<file path="src/rtl/mctp_sink_pkg.sv">
// rtl/mctp_sink_pkg.sv - shared constants and state types for the MCTP write sink
// Contents: fragment type codes, TLP header bit positions, AXI BRESP codes,
// accepted AWSIZE/AWBURST values, bus and assembly FSM state enums.
package mctp_sink_pkg;

    localparam logic [1:0] FRAG_M  = 2'b00;
    localparam logic [1:0] FRAG_L  = 2'b01;
    localparam logic [1:0] FRAG_S  = 2'b10;
    localparam logic [1:0] FRAG_SG = 2'b11;

    localparam int HDR_TYPE_MSB = 127;
    localparam int HDR_TYPE_LSB = 126;
    localparam int HDR_SEQ_MSB  = 125;
    localparam int HDR_SEQ_LSB  = 124;
    localparam int HDR_TAG_MSB  = 123;
    localparam int HDR_TAG_LSB  = 120;

    localparam logic [1:0] BRESP_OKAY   = 2'b00;
    localparam logic [1:0] BRESP_SLVERR = 2'b10;

    localparam logic [2:0] AWSIZE_32B   = 3'd5;
    localparam logic [1:0] AWBURST_INCR = 2'b01;

    typedef enum logic [1:0] {B_IDLE, B_DATA, B_RESP} bus_state_t;
    typedef enum logic {A_IDLE, A_ASM} asm_state_t;

endpackage

</file>
<file path="src/rtl/mctp_frag_tracker.sv">
// rtl/mctp_frag_tracker.sv - MCTP fragment assembly FSM with order checking
// Ports: clk, rst (async active-high); hdr_hs commits the decision for the
// header presented on frag_type/frag_seq/frag_tag. Outputs are combinational
// decisions for that header: accept, abort (+abort_tag = tag being discarded),
// som (starts a message), eom (ends a message).
// Build option: MCTP_SINK_SEQ_CHECK_EN enables seq/tag/MAX_FRAGS checking.
module mctp_frag_tracker #(
    parameter int MAX_FRAGS = 16
) (
    input  logic       clk,
    input  logic       rst,
    input  logic       hdr_hs,
    input  logic [1:0] frag_type,
    input  logic [1:0] frag_seq,
    input  logic [3:0] frag_tag,
    output logic       accept,
    output logic       abort,
    output logic [3:0] abort_tag,
    output logic       som,
    output logic       eom
);
    import mctp_sink_pkg::*;

    asm_state_t state, state_n;
    logic [3:0] cur_tag, cur_tag_n;

`ifdef MCTP_SINK_SEQ_CHECK_EN
    localparam int CW = $clog2(MAX_FRAGS + 1);
    logic [1:0]    exp_seq, exp_seq_n;
    logic [CW-1:0] frag_cnt, frag_cnt_n;
`else
    logic unused_seq;
    assign unused_seq = ^{frag_seq, 1'(MAX_FRAGS)};
`endif

    always_comb begin
        accept    = 1'b0;
        abort     = 1'b0;
        abort_tag = cur_tag;
        state_n   = state;
        cur_tag_n = cur_tag;
`ifdef MCTP_SINK_SEQ_CHECK_EN
        exp_seq_n  = exp_seq;
        frag_cnt_n = frag_cnt;
`endif
        som = (frag_type == FRAG_S) || (frag_type == FRAG_SG);
        eom = (frag_type == FRAG_L) || (frag_type == FRAG_SG);
        case (frag_type)
            FRAG_SG: begin
                accept  = 1'b1;
                abort   = (state == A_ASM);
                state_n = A_IDLE;
            end
            FRAG_S: begin
                accept    = 1'b1;
                abort     = (state == A_ASM);
                state_n   = A_ASM;
                cur_tag_n = frag_tag;
`ifdef MCTP_SINK_SEQ_CHECK_EN
                exp_seq_n  = frag_seq + 2'd1;
                frag_cnt_n = CW'(1);
`endif
            end
            default: begin
                // M or L: only meaningful inside a message being assembled
                if (state == A_ASM) begin
`ifdef MCTP_SINK_SEQ_CHECK_EN
                    if (frag_tag != cur_tag || frag_seq != exp_seq ||
                        frag_cnt >= CW'(MAX_FRAGS)) begin
                        abort   = 1'b1;
                        state_n = A_IDLE;
                    end else begin
                        accept     = 1'b1;
                        exp_seq_n  = exp_seq + 2'd1;
                        frag_cnt_n = frag_cnt + CW'(1);
                        if (frag_type == FRAG_L) state_n = A_IDLE;
                    end
`else
                    accept = 1'b1;
                    if (frag_type == FRAG_L) state_n = A_IDLE;
`endif
                end
            end
        endcase
    end

    // L/SG return to idle at their header; no further header can arrive
    // before the burst ends, so this is equivalent to leaving at WLAST.
    always_ff @(posedge clk or posedge rst) begin
        if (rst) begin
            state   <= A_IDLE;
            cur_tag <= 4'd0;
`ifdef MCTP_SINK_SEQ_CHECK_EN
            exp_seq  <= 2'd0;
            frag_cnt <= '0;
`endif
        end else if (hdr_hs) begin
            state   <= state_n;
            cur_tag <= cur_tag_n;
`ifdef MCTP_SINK_SEQ_CHECK_EN
            exp_seq  <= exp_seq_n;
            frag_cnt <= frag_cnt_n;
`endif
        end
    end

endmodule

</file>
<file path="src/rtl/axi_mctp_write_sink.sv">
// rtl/axi_mctp_write_sink.sv - AXI4 256b write slave terminating MCTP-over-VDM fragments
// Ports: i_clk/i_reset (async active-high); AXI AW (I_AW*/O_AWREADY), W (I_W*/O_WREADY),
// B (O_B*/I_BREADY); payload stream O_PLD_* with I_PLD_READY; O_HDR current
// fragment header; O_MSG_DONE/O_MSG_ABORT pulses with O_MSG_TAG.
// Build option: MCTP_SINK_SEQ_CHECK_EN (seq/tag/MAX_FRAGS checking in mctp_frag_tracker).
module axi_mctp_write_sink #(
    parameter int ID_W      = 7,
    parameter int MAX_FRAGS = 16
) (
    input  logic            i_clk,
    input  logic            i_reset,
    input  logic [ID_W-1:0] I_AWID,
    input  logic [63:0]     I_AWADDR,
    input  logic [7:0]      I_AWLEN,
    input  logic [2:0]      I_AWSIZE,
    input  logic [1:0]      I_AWBURST,
    input  logic            I_AWVALID,
    output logic            O_AWREADY,
    input  logic [255:0]    I_WDATA,
    input  logic [31:0]     I_WSTRB,
    input  logic            I_WLAST,
    input  logic            I_WVALID,
    output logic            O_WREADY,
    output logic [ID_W-1:0] O_BID,
    output logic [1:0]      O_BRESP,
    output logic            O_BVALID,
    input  logic            I_BREADY,
    output logic            O_PLD_VALID,
    output logic [255:0]    O_PLD_DATA,
    output logic            O_PLD_HALF,
    output logic            O_PLD_SOM,
    output logic            O_PLD_EOM,
    input  logic            I_PLD_READY,
    output logic [127:0]    O_HDR,
    output logic            O_MSG_DONE,
    output logic            O_MSG_ABORT,
    output logic [3:0]      O_MSG_TAG
);
    import mctp_sink_pkg::*;

    bus_state_t      bstate, bstate_n;
    logic [ID_W-1:0] bid_q;
    logic [7:0]      len_q, beat_cnt;
    logic [63:0]     awaddr_q;
    logic [1:0]      bresp_q;
    logic [127:0]    hdr_q;
    logic            cfg_err, ovf_err, drop_q, eom_q;
    logic            abort_q, done_q, done_hold;
    logic [3:0]      abort_tag_q, done_tag_q;

    logic beat0, drop, w_hs, hdr_hs, last_hs, eom_now, resp_err, done_set, abort_set;
    logic frag_accept, frag_abort, frag_som, frag_eom;
    logic [3:0] frag_abort_tag;

    logic unused_inputs;
    assign unused_inputs = ^{I_WSTRB, awaddr_q};

    mctp_frag_tracker #(.MAX_FRAGS(MAX_FRAGS)) u_tracker (
        .clk       (i_clk),
        .rst       (i_reset),
        .hdr_hs    (hdr_hs),
        .frag_type (I_WDATA[HDR_TYPE_MSB:HDR_TYPE_LSB]),
        .frag_seq  (I_WDATA[HDR_SEQ_MSB:HDR_SEQ_LSB]),
        .frag_tag  (I_WDATA[HDR_TAG_MSB:HDR_TAG_LSB]),
        .accept    (frag_accept),
        .abort     (frag_abort),
        .abort_tag (frag_abort_tag),
        .som       (frag_som),
        .eom       (frag_eom)
    );

    // Beat 0 decides from live WDATA; later beats reuse the latched decision.
    assign beat0     = (beat_cnt == 8'd0);
    assign drop      = beat0 ? !frag_accept : drop_q;
    assign eom_now   = beat0 ? frag_eom : eom_q;
    assign O_WREADY  = (bstate == B_DATA) && (drop || I_PLD_READY);
    assign w_hs      = (bstate == B_DATA) && I_WVALID && O_WREADY;
    assign hdr_hs    = w_hs && beat0;
    assign last_hs   = w_hs && I_WLAST;
    assign abort_set = hdr_hs && frag_abort;
    assign done_set  = last_hs && !drop && eom_now;
    assign resp_err  = cfg_err || ovf_err || (beat_cnt != len_q) || drop;

    assign O_AWREADY   = (bstate == B_IDLE);
    assign O_BVALID    = (bstate == B_RESP);
    assign O_BID       = bid_q;
    assign O_BRESP     = bresp_q;
    assign O_PLD_VALID = (bstate == B_DATA) && !drop && I_WVALID;
    assign O_PLD_DATA  = O_PLD_VALID ? {I_WDATA[255:128], beat0 ? 128'd0 : I_WDATA[127:0]} : 256'd0;
    assign O_PLD_HALF  = O_PLD_VALID && beat0;
    assign O_PLD_SOM   = O_PLD_VALID && beat0 && frag_som;
    assign O_PLD_EOM   = O_PLD_VALID && I_WLAST && eom_now;
    assign O_HDR       = hdr_q;
    assign O_MSG_DONE  = done_q;
    assign O_MSG_ABORT = abort_q;
    assign O_MSG_TAG   = abort_q ? abort_tag_q : (done_q ? done_tag_q : 4'd0);

    always_comb begin
        bstate_n = bstate;
        case (bstate)
            B_IDLE:  if (I_AWVALID) bstate_n = B_DATA;
            B_DATA:  if (last_hs)   bstate_n = B_RESP;
            B_RESP:  if (I_BREADY)  bstate_n = B_IDLE;
            default: bstate_n = B_IDLE;
        endcase
    end

    always_ff @(posedge i_clk or posedge i_reset) begin
        if (i_reset) begin
            bstate      <= B_IDLE;
            bid_q       <= '0;
            len_q       <= 8'd0;
            beat_cnt    <= 8'd0;
            awaddr_q    <= 64'd0;
            bresp_q     <= BRESP_OKAY;
            hdr_q       <= 128'd0;
            cfg_err     <= 1'b0;
            ovf_err     <= 1'b0;
            drop_q      <= 1'b0;
            eom_q       <= 1'b0;
            abort_q     <= 1'b0;
            done_q      <= 1'b0;
            done_hold   <= 1'b0;
            abort_tag_q <= 4'd0;
            done_tag_q  <= 4'd0;
        end else begin
            bstate  <= bstate_n;
            abort_q <= abort_set;
            // A one-beat SG that also aborts: ABORT owns the tag first, DONE follows.
            done_q    <= (done_set && !abort_set) || done_hold;
            done_hold <= done_set && abort_set;
            if (abort_set) abort_tag_q <= frag_abort_tag;
            if (done_set)
                done_tag_q <= beat0 ? I_WDATA[HDR_TAG_MSB:HDR_TAG_LSB] : hdr_q[HDR_TAG_MSB-:4];
            if (bstate == B_IDLE && I_AWVALID) begin
                bid_q    <= I_AWID;
                len_q    <= I_AWLEN;
                awaddr_q <= I_AWADDR;
                cfg_err  <= (I_AWSIZE != AWSIZE_32B) || (I_AWBURST != AWBURST_INCR);
                beat_cnt <= 8'd0;
                ovf_err  <= 1'b0;
            end
            if (w_hs) begin
                // Saturating count; a beat past 256 can no longer match AWLEN+1.
                if (beat_cnt != 8'hFF) beat_cnt <= beat_cnt + 8'd1;
                else if (!I_WLAST)     ovf_err  <= 1'b1;
            end
            if (hdr_hs) begin
                hdr_q  <= I_WDATA[127:0];
                drop_q <= !frag_accept;
                eom_q  <= frag_eom;
            end
            if (last_hs) bresp_q <= resp_err ? BRESP_SLVERR : BRESP_OKAY;
        end
    end

endmodule

</file>
<file path="config.mk">
export PLATFORM = sky130hd
export DESIGN_NAME = axi_mctp_write_sink
export DESIGN_NICKNAME = d
export VERILOG_FILES = /design/src/rtl/mctp_sink_pkg.sv /design/src/rtl/mctp_frag_tracker.sv /design/src/rtl/axi_mctp_write_sink.sv
export SDC_FILE = /design/constraint.sdc
export NUM_CORES = 1
export LEC_CHECK = 0
export BUFFER_PORTS_ARGS = -buffer_cell sky130_fd_sc_hd__buf_2
export CAP_MARGIN = 20
export CORE_AREA = 2 2 304 306
export CTS_BUF_LIST = sky130_fd_sc_hd__clkbuf_16
export DETAILED_ROUTE_END_ITERATION = 10
export DIE_AREA = 0 0 306 308
export SYNTH_ARGS = -nofsm -noshare
export SYNTH_HDL_FRONTEND = slang
export SYNTH_HIERARCHICAL = 1
export SYNTH_SLANG_ARGS = --single-unit
export TNS_END_PERCENT = 10
</file>
<file path="constraint.sdc">
create_clock -name i_clk -period 5.7 [get_ports i_clk]
set_input_delay 0.57 -clock i_clk [delete_from_list [all_inputs] [get_ports i_clk]]
set_output_delay 0.57 -clock i_clk [all_outputs]
set_load 0.02 [all_outputs]
</file>
==> flow_summary.json <==
{
  "hold_viol_final": 0,
  "place_hpwl_um": 31200,
  "slew_headroom_pct": 29.5,
  "hold_ws_ns": 0.265,
  "synthXorXnorAreaFrac_pct": 0.967,
  "powerDensity_nw_per_um2": 522,
  "core_area_sq_um": 91000,
  "slowest_stage": "buf_4",
  "maxSlewViolCount": 0,
  "drtAntennaViolNets": 0,
  "path_class": "flop to primary output",
  "synth_ff_type": "dfrtp_1",
  "maxCapViolCount": 0,
  "synthAdderAreaFrac_pct": 0.276,
  "fin_worst_skew_ns": 0.0217,
  "tightestPinTransition_ns": 1.06,
  "syn_nets": 1449,
  "gp_congestion": 0.924,
  "syn_area_sq_um": 9050,
  "crit_arrival_ns": 3.28,
  "firstDrtPassIters": 5,
  "status": "finished clean",
  "worstSkewPairLatency_ns": 0.50,
  "dp_worst_setup_slack_ns": 1.99,
  "vias": 9295,
  "required_ns": 5.13,
  "final_common_cell": "buf_2",
  "synth.avg_cell_area_sq_um": 8.48,
  "drt-total-wl_um": 39700,
  "tns_ns": 0,
  "yosys.area_share.simple_pct": 40.6,
  "io_pins": 785,
  "cts.sinks": 174,
  "start_util_pct": 9.95,
  "fin_crit_sh_pct": 67.5,
  "num_rows": 111,
  "power_leakage_nw": 8.10,
  "ir_drop_mv": 0.229,
  "grt_pass1_vias": 8509,
  "postSynthCellCount": 1068,
  "cts_root_buf": "clkbuf_16",
  "synthArstFlopShare_pct": 100,
  "synth-seq-cells": 174,
  "chipHeight_um": 308,
  "htreeDepth": 4,
  "area_growth_pct": 56.1,
  "grt_max_degree": 131,
  "drt-initial-drc-count": 629,
  "muxShareOfSynthArea_pct": 2.10,
  "rsz0062_at_grt": "no",
  "critical_path.top_delay_family": "buffers and inverters",
  "post_drt_wl_per_cell_um": 13.6,
  "setup-violations-final": 0,
  "synth_compound_area_share_pct": 1.85,
  "cts_tree": "built",
  "dieArea_sq_um": 94200,
  "clkTransAtPathRegs_ns": 0.08,
  "fmax_mhz": 260,
  "path_buf_inv": 3,
  "yosysWarningCount": 6,
  "path_cells": "inv_1 -> ha_1 -> nor4b_4 -> and2_2 -> nor3_4 -> buf_4 -> and2_1 -> buf_2",
  "die_w_um": 306,
  "port_buffers": 687,
  "final_nets": 2092,
  "layout_common_cells": "buf_2, nand2_1, and2_1, dfrtp_1, clkbuf_16",
  "gr-usage-all-layers_pct": 8.06,
  "grt_pass1_wl_um": 55400,
  "period_needed_ns": 3.85,
  "yosysSeqAreaShare_pct": 48.1,
  "synth_top_family_by_area": "simple AND/OR/NAND/NOR gates",
  "worstSetupStartpointType": "flop",
  "drc": 0,
  "end_kind": "primary output",
  "numCtsBuffers": 17,
  "worst_path_largest_cell_delay_ns": 0.80,
  "overflow": 0,
  "cts_setup_buffers": 0,
  "antenna_found_initial": 13,
  "yosysUniqueCellTypes": 54,
  "path_max_fanout": 129,
  "utilization_pct": 15.5,
  "synth-edff-count": 0,
  "viasPerCell": 3.19,
  "hp-class": "input pin to flop",
  "drive_above_1_share_pct": 43.5,
  "cts_buffer_depth": 2,
  "fin_ws_ns": 1.85
}
-- Yosys cell counts, types with 2 or more instances --
library cell / n / share of area [%]
mux2i_1: 4 / 0.44
mux2_2: 8 / 1.0
xnor2_1: 9 / 0.87
a21oi_1: 3 / 0.17
mux2_4: 4 / 0.66
ha_1: 2 / 0.28
and2_2: 2 / 0.17
nor3_2: 3 / 0.33
buf_4: 3 / 0.25
o21ai_0: 5 / 0.28
nor2b_1: 2 / 0.14
buf_2: 9 / 0.50
and3_1: 5 / 0.35
nand3_1: 5 / 0.28
nand4_1: 5 / 0.35
nor3_1: 5 / 0.28
nor2_1: 6 / 0.25
nand2_1: 457 / 19
o211ai_1: 2 / 0.17
buf_6: 29 / 3.6
dfrtp_1: 174 / 48
a22o_1: 3 / 0.29
nand2b_1: 2 / 0.14
inv_1: 8 / 0.33
clkbuf_1: 25 / 1.0
and2_1: 260 / 18
-- where the power goes --
| group | total, mW | switching [mW] | internal (mW) |
|---|---|---|---|
| clock network | 1.19 | 0.581 | 0.607 |
| logic | 4.12 | 2.77 | 1.35 |
| registers | 2.07 | 0.303 | 1.76 |
| total | 7.38 | 3.66 | 3.72 |
-- sequential cells by signal, summed over array words and instances, names as in the netlist --
signal	count
O_BID	7
O_BRESP	1
O_HDR	128
O_MSG_ABORT	1
O_MSG_DONE	1
abort_tag_q	4
beat_cnt	8
bstate	2
cfg_err	1
done_hold	1
done_tag_q	4
drop_q	1
eom_q	1
len_q	8
ovf_err	1
u_tracker/abort_tag	4
u_tracker/state	1
-- stage by stage --
step	total power [mW]	std cells	cell area, sq um
final	7.38	2916	14100
after global routing	7.93	2913	14100
after CTS	7.50	2909	14100
after detailed placement	6.25	2877	13500
after global placement	6.22	2877	13500
after floorplan	4.85	1068	9050
-- layout make-up --
class,instances,area [sq um]
flip-flops and latches,174,4350
well taps,1186,1480
clock buffers,17,425
diodes,7,17.5
clock inverters,14,134
inverters,9,43.8
multi-input cells,817,4170
repair buffers,692,3500
fillers,10400,76800
-- worst register-to-register path, stage by stage (launching register included) --
cell and delay (ns):
dfrtp_1 0.43, inv_1 0.11, ha_1 0.18, nor4b_4 0.28
nand2_2 0.26, a211o_4 0.66, inv_4 0.81, nand3b_4 0.23
mux2_4 0.35
-- logic make-up after synthesis --
logic type | Yosys count
muxes | 16
DFF | 174
and+or+nand+nor | 764
AOI/OAI and AO/OA | 24
xor gates and xnor gates | 10
other | 1
adders and majority gates | 2
buffers and inverters | 77
-- path summary, 6_finish.rpt --
path	start	to	slack, ns	cells past startpoint
min in group asynchronous	i_reset	u_tracker/abort_tag[1]$_DFFE_PP0P_	0.60	3
min reg2reg	done_hold$_DFF_PP0_	O_MSG_DONE$_DFF_PP0_	0.45	1
max in group asynchronous	i_reset	O_HDR[78]$_DFFE_PP0P_	3.93	4
max reg2reg	beat_cnt[1]$_DFF_PP0_	u_tracker/abort_tag[0]$_DFFE_PP0P_	2.27	8
min	I_WDATA[1]	O_HDR[1]$_DFFE_PP0P_	0.26	3
max	beat_cnt[0]$_DFF_PP0_	O_PLD_DATA[56]	1.85	8
-- what timing repair did --
item / 4_1_cts / 5_1_grt
hold buffers: 1 / 0
endpoints found under the setup margin: 0 / 0
resized for setup: 0 / 0
endpoints found under the hold margin: 5 / 0
-- routing by layer --
metal / track usage [%] / up-vias / routed length (um)
li1: - / 4557 / -
met1: 10.6 / 4313 / 18100
met2: 12.0 / 383 / 17700
met3: 2.89 / 38 / 3110
met4: 3.12 / 4 / 803
met5: 0 / - / 18
No activity file was read; power rests on OpenSTA's default activity.
